`config.mk`:
```
export PLATFORM = sky130hd
export DESIGN_NAME = lane_deskew_fifo
export DESIGN_NICKNAME = d
export VERILOG_FILES = /design/src/rtl/lane_deskew_fifo_pkg.sv /design/src/rtl/lane_deskew_fifo_buffer_ram.sv /design/src/rtl/lane_deskew_fifo.sv
export SDC_FILE = /design/constraint.sdc
export NUM_CORES = 2
export LEC_CHECK = 0
export CORE_UTILIZATION = 59
export CTS_BUF_LIST = sky130_fd_sc_hd__clkbuf_2
export CTS_CLUSTER_SIZE = 10
export DETAILED_ROUTE_END_ITERATION = 8
export PLACE_DENSITY = 0.78
export SLEW_MARGIN = 20
export SYNTH_ARGS = -nofsm -noshare
export SYNTH_HDL_FRONTEND = slang
export SYNTH_MEMORY_MAX_BITS = 65536
export SYNTH_SLANG_ARGS = --single-unit
```
`constraint.sdc`:
```
create_clock -name i_clock -period 5.8 [get_ports i_clock]
set_input_delay 0.58 -clock i_clock [delete_from_list [all_inputs] [get_ports i_clock]]
set_output_delay 0.58 -clock i_clock [all_outputs]
set_load 0.005 [all_outputs]
```
`src/rtl/lane_deskew_fifo_pkg.sv`:
```
// Shared definitions for the per-lane deskew stage: block width, skew limit and FSM encoding.
package lane_deskew_fifo_pkg;

    localparam int NB_CODED_BLOCK = 66;
    localparam int MAX_SKEW       = 32;

    typedef enum logic [2:0] {
        ST_IDLE     = 3'd0,
        ST_WAIT_SOL = 3'd1,
        ST_COUNT    = 3'd2,
        ST_LOCKED   = 3'd3,
        ST_OVERFLOW = 3'd4
    } deskew_state_t;

endpackage

```
`src/rtl/lane_deskew_fifo_buffer_ram.sv`:
```
// Simple dual-port circular buffer holding {sol, block}; synchronous read with write-first bypass.
module deskew_buffer_ram #(
    parameter int NB_DATA = 67,
    parameter int NB_ADDR = 6
) (
    input  logic               i_clock,
    input  logic               i_reset,
    input  logic               i_wr_en,
    input  logic [NB_ADDR-1:0] i_waddr,
    input  logic [NB_DATA-1:0] i_wdata,
    input  logic               i_rd_en,
    input  logic [NB_ADDR-1:0] i_raddr,
    output logic [NB_DATA-1:0] o_rdata
);

    logic [NB_DATA-1:0] mem [0:(1<<NB_ADDR)-1];

    always_ff @(posedge i_clock) begin
        if (i_wr_en) begin
            mem[i_waddr] <= i_wdata;
        end
    end

    // A zero read delay addresses the slot being written this cycle, so forward the incoming word.
    always_ff @(posedge i_clock or posedge i_reset) begin
        if (i_reset) begin
            o_rdata <= '0;
        end else if (i_rd_en) begin
            o_rdata <= (i_wr_en && (i_raddr == i_waddr)) ? i_wdata : mem[i_raddr];
        end
    end

endmodule

```
`src/rtl/lane_deskew_fifo.sv`:
```
// Per-lane deskew: measures how far this lane's SOL leads the last lane's and replays blocks delayed by that count.
module lane_deskew_fifo
    import lane_deskew_fifo_pkg::*;
#(
    parameter int NB_CODED_BLOCK = lane_deskew_fifo_pkg::NB_CODED_BLOCK,
    parameter int MAX_SKEW       = lane_deskew_fifo_pkg::MAX_SKEW,
    parameter int NB_ADDR        = 6,
    parameter int NB_DELAY       = 6
) (
    input  logic                      i_clock,
    input  logic                      i_reset,
    input  logic                      i_rf_enable,
    input  logic                      i_valid,
    input  logic                      i_am_lock,
    input  logic                      i_resync,
    input  logic                      i_start_of_lane,
    input  logic [NB_CODED_BLOCK-1:0] i_data,
    input  logic                      i_all_sol,
    output logic [NB_CODED_BLOCK-1:0] o_data,
    output logic                      o_valid,
    output logic                      o_start_of_lane,
    output logic                      o_deskew_done,
    output logic                      o_skew_overflow,
    output logic [NB_DELAY-1:0]       o_delay
);

    deskew_state_t       state;
    deskew_state_t       state_next;
    logic [NB_DELAY-1:0] cnt;
    logic [NB_DELAY-1:0] cnt_next;
    logic [NB_DELAY-1:0] delay;
    logic [NB_DELAY-1:0] delay_next;
    logic [NB_ADDR-1:0]  wr_ptr;
    logic [NB_ADDR-1:0]  rd_addr;
    logic                advance;

    assign advance = i_rf_enable & i_valid;

    // Lock loss is honoured on any enabled clock; everything else only moves on a valid block.
    always_comb begin
        state_next = state;
        cnt_next   = cnt;
        delay_next = delay;
        if (i_rf_enable) begin
            if (!i_am_lock) begin
                state_next = ST_IDLE;
                cnt_next   = '0;
                delay_next = '0;
            end else if (i_valid) begin
                if (i_resync) begin
                    state_next = ST_WAIT_SOL;
                    cnt_next   = '0;
                    delay_next = '0;
                end else begin
                    case (state)
                        ST_IDLE: begin
                            state_next = ST_WAIT_SOL;
                        end
                        ST_WAIT_SOL: begin
                            if (i_start_of_lane) begin
                                if (i_all_sol) begin
                                    state_next = ST_LOCKED;
                                    delay_next = '0;
                                end else begin
                                    state_next = ST_COUNT;
                                    cnt_next   = NB_DELAY'(1);
                                end
                            end
                        end
                        ST_COUNT: begin
                            if (i_all_sol) begin
                                state_next = ST_LOCKED;
                                delay_next = cnt;
                            end else if (cnt == NB_DELAY'(MAX_SKEW)) begin
                                state_next = ST_OVERFLOW;
                                delay_next = '0;
                            end else begin
                                cnt_next = cnt + NB_DELAY'(1);
                            end
                        end
                        default: begin
                        end
                    endcase
                end
            end
        end
    end

    always_ff @(posedge i_clock or posedge i_reset) begin
        if (i_reset) begin
            state   <= ST_IDLE;
            cnt     <= '0;
            delay   <= '0;
            wr_ptr  <= '0;
            o_valid <= 1'b0;
        end else begin
            state   <= state_next;
            cnt     <= cnt_next;
            delay   <= delay_next;
            o_valid <= advance;
            if (advance) begin
                wr_ptr <= wr_ptr + NB_ADDR'(1);
            end
        end
    end

    // Reading with the updated delay lets a freshly measured value align the SOL on the lock cycle itself.
    assign rd_addr = wr_ptr - NB_ADDR'(delay_next);

    deskew_buffer_ram #(
        .NB_DATA (NB_CODED_BLOCK + 1),
        .NB_ADDR (NB_ADDR)
    ) u_buffer (
        .i_clock (i_clock),
        .i_reset (i_reset),
        .i_wr_en (advance),
        .i_waddr (wr_ptr),
        .i_wdata ({i_start_of_lane, i_data}),
        .i_rd_en (advance),
        .i_raddr (rd_addr),
        .o_rdata ({o_start_of_lane, o_data})
    );

    assign o_deskew_done   = (state == ST_LOCKED);
    assign o_skew_overflow = (state == ST_OVERFLOW);
    assign o_delay         = delay;

endmodule
```
==> flow_metrics.env <==
export IMPL_critPathMaxFanout=29
export IMPL_syn_num_nets=7989
export IMPL_synthTopCellsByArea="edfxtp_1 77%, mux4_2 14%, a31oi_1 2.0%, nand3_1 1.6%, dfrtp_1 1.3%"
export IMPL_gp_congestion=0.820
export IMPL_wl_um=489000
export IMPL_synth_seq_cells=4377
export IMPL_nets=9279
export IMPL_finalCritPeriodShare=0.980
export IMPL_via_per_inst=7.03
export IMPL_fin_util=0.673
export IMPL_synth_edff_count=4288
export IMPL_yosysSeqAreaShare=0.779
export IMPL_drt_iter0_markers=17200
export IMPL_whs_ns=0.120
export IMPL_hp_class="primary input to flip-flop"
export IMPL_critPathSlowestCell="xnor3_4"
export IMPL_design_die_area_mm2=0.287
export IMPL_tightest_slew_ns=1.18
export IMPL_grt_first_pass_wirelength_um=684000
export IMPL_cp_startpoint="cnt[1]$_DFFE_PP0P_"
export IMPL_fin_crit_ns=5.68
export IMPL_nFillCells=17400
export IMPL_swShare=0.358
export IMPL_grt_start_max_net_pins=92
export IMPL_clkLatencyLatePin_ns=2.11
export IMPL_port_buffers=149
export IMPL_crit_reg2reg_launch="cnt[1]$_DFFE_PP0P_"
export IMPL_cp_arrival_ns=7.71
export IMPL_synth_top_area_frac=0.766
export IMPL_gr_total_overflow=0
export IMPL_clock_power_share=0.232
export IMPL_skew_ns=0.179
export IMPL_io_pins=150
export IMPL_ant_nets=0
export IMPL_final_cells=13700
export IMPL_power_frac_seq=0.406
export IMPL_total_leakage_power_nw=62.0
export IMPL_dpl_cell_area_mm2=0.177
export IMPL_start_kind="flip-flop"
export IMPL_critical_path_endpoint_type="flip-flop"
export IMPL_regToRegSetupSlack_ns=0.12
export IMPL_setup_viol=0
export IMPL_reg2regPathDepth=19
export IMPL_root_buffer="clkbuf_2"
export IMPL_grt_pass1_vias=96100
export IMPL_cts_tree="built"
export IMPL_slowest_delay_ns=0.72
export IMPL_cts_sinks=4377
export IMPL_intPower_mw=57.1
export IMPL_power_density_mw_per_mm2=467
export IMPL_yosysTopAreaCell="edfxtp_1"
export IMPL_vias=96400
export IMPL_status="finished clean"
export IMPL_wire_per_inst_um=35.6
export IMPL_dp_cells=11700
export IMPL_htreeDepth=7
export IMPL_initial_utilization=0.595
export IMPL_reg2reg_to="u_buffer.o_rdata[13]$_DFFE_PP0P_"
export IMPL_cp_cell_sequence="inv_1, ha_1, nand4bb_1, o21ai_1, o2bb2ai_1, o31ai_2, a22oi_1, ha_1, a21oi_1, o21ai_0, buf_4, maj3_2, a21oi_4, xnor3_4, buf_12, a31oi_1, o21ai_0, a41oi_1, dlygate4sd3_1"
export IMPL_combPwrFrac=0.361
export IMPL_route_detailed_drc=0
export IMPL_post_dp_hpwl_um=246000
export IMPL_antenna_found_initial=12
export IMPL_synth_flop_cell="edfxtp_1"
export IMPL_ys_async_sr_fraction=0.0203
export IMPL_p_switching_mw=31.8
export IMPL_critPathCapture="u_buffer.o_rdata[13]$_DFFE_PP0P_"
export IMPL_syn_cell_area_mm2=0.168
export IMPL_fmax_ghz=0.176
export IMPL_crit_type="flip-flop to flip-flop"
export IMPL_yosysWarnings=0
export IMPL_maxCapViolations=0
export IMPL_drive_gt1_frac=0.335
export IMPL_maxSlewHeadroom=0.215
export IMPL_fin_tns_setup_ns=0
export IMPL_syn_to_final_growth_pct=13.2
export IMPL_core_area_mm2=0.283
export IMPL_final_cell_area_mm2=0.190
export IMPL_std_cell_rows=195
export IMPL_synth_area_per_cell_um2=21.3
export IMPL_clk_path_buf_depth=4
export IMPL_syn_inst=7907
export IMPL_vdd_ir_drop_max_mv=0.740
export IMPL_cts_made_buffers=1044
export IMPL_synthDistinctLibCells=61
export IMPL_die_w_um=536
export IMPL_finalMaxSlewViolations=0
export IMPL_critical_path_required_ns=7.83
export IMPL_path_clk_slew_ns=0.11
export IMPL_first_pass_iters=8
export IMPL_rsz0062_at_grt="no"
export IMPL_die_height_um=536
export IMPL_hold_violations=0
export IMPL_grt_total_usage=0.341
through the flow:
stage | power, mW | setup slack (ns)
final | 88.9 | 0.118
after global routing | 91.7 | 0.0203
after CTS | 88.3 | 0.195
after detailed placement | 67.9 | 0.0270
after global placement | 67.3 | 0.0545
after floorplan | 55.6 | 1.20
cell usage in the layout (no fill, tap or decap), types with 82 or more instances in the layout:
master           Yosys  layout
dfrtp_1             89      89
buf_12               0     204
mux4_2            1072    1072
dlygate4sd3_1        0     164
a31oi_1            536     536
edfxtp_1          4288    4288
clkdlybuf4s50_1      0      82
clkinv_1             1     183
nand3_1            544     544
nand2_1             90      90
and3_1             268     268
buf_4                0     265
clkbuf_2             1    1515
registers in the layout (all words and copies together), names as in the netlist:
register          count
cnt                   6
o_delay               6
o_valid               1
state                 3
u_buffer.mem       4288
u_buffer.o_rdata     67
wr_ptr                6
critical path: cells and delay by family, from the launching register on:
family	cells	cell delay, ns
compound gates	10	2.13
buf+inv	4	1.15
fa+ha+maj	3	1.00
xor+xnor	1	0.72
flops	1	0.47
simple gates	1	0.16
power groups by stage:
stage                     Combinational (mW)  Sequential (mW)  Clock, mW
after floorplan                         19.2             36.4          0
after CTS                               31.5             36.1       20.8
after global routing                    33.3             36.1       22.2
final                                   32.1             36.1       20.6
after global placement                  30.6             36.8          0
after detailed placement                31.1             36.8          0
final cells by class:
| cell class | instances | area [um2] | area share |
|---|---|---|---|
| clock inverters | 304 | 2260 | 0.0119 |
| inverters | 16 | 72.6 | 0.000381 |
| well taps | 3743 | 4680 | 0.0246 |
| repair buffers | 794 | 9200 | 0.0483 |
| multi-input cells | 2964 | 35500 | 0.187 |
| diodes | 9 | 22.5 | 0.000118 |
| flip-flops and latches | 4377 | 131000 | 0.688 |
| clock buffers | 1515 | 7580 | 0.0398 |
synthesized netlist by cell type, types with 3 or more instances:
master / count
dfrtp_1: 89
edfxtp_1: 4288
nand2b_1: 8
clkbuf_1: 485
a211oi_1: 3
and3_1: 268
nor3_1: 5
nor2_1: 142
nand3_1: 544
a41oi_1: 67
xor2_1: 5
nand2_1: 90
mux4_2: 1072
buf_2: 39
inv_1: 15
a31oi_1: 536
a21oi_1: 5
xnor2_1: 11
ha_1: 7
buf_1: 23
o21ai_0: 78
nor2b_1: 5
o21ai_1: 71
nand3b_1: 3
how the worst min path moves through the flow:
stage	slack (ns)	start	cells after the start	endpoint
floorplan	0.48	cnt[4]$_DFFE_PP0P_	1	cnt[4]$_DFFE_PP0P_
global placement	0.52	cnt[5]$_DFFE_PP0P_	1	cnt[5]$_DFFE_PP0P_
detailed placement	0.57	cnt[5]$_DFFE_PP0P_	1	cnt[5]$_DFFE_PP0P_
CTS	0.003	i_rf_enable	4	o_delay[1]$_DFF_PP0_
global route	0.03	i_rf_enable	4	o_delay[1]$_DFF_PP0_
finish	0.12	i_data[7]	4	u_buffer.mem[36][7]$_DFFE_PP_
logic make-up (layout without fill, tap and decap cells):
group           Yosys count  in the layout  synth area share
xor+xnor                 19             19           0.00120
compound gates          781            781            0.0293
flops                  4377           4377             0.779
other cells               0              9                 0
mux                    1072           1072             0.144
simple gates           1082           1082            0.0329
buf+inv                 566           2629            0.0130
fa+ha+maj                10             10          0.000774
what timing repair did:
item | 4_1_cts | 5_1_grt
hold buffers | 227 | 0
endpoints found under the hold margin | 4463 | 0
buffers inserted | 0 | 2
setup endpoints to repair | 0 | 5
resized for setup | 0 | 2
metal layers:
metal,vias up,global-route usage,wire length [um]
met5,-,0,31
met4,4,0.180,28600
met3,1674,0.0999,77400
met2,9599,0.511,223000
met1,48300,0.459,160000
li1,36900,-,-
No activity file was read; power rests on OpenSTA's default activity.
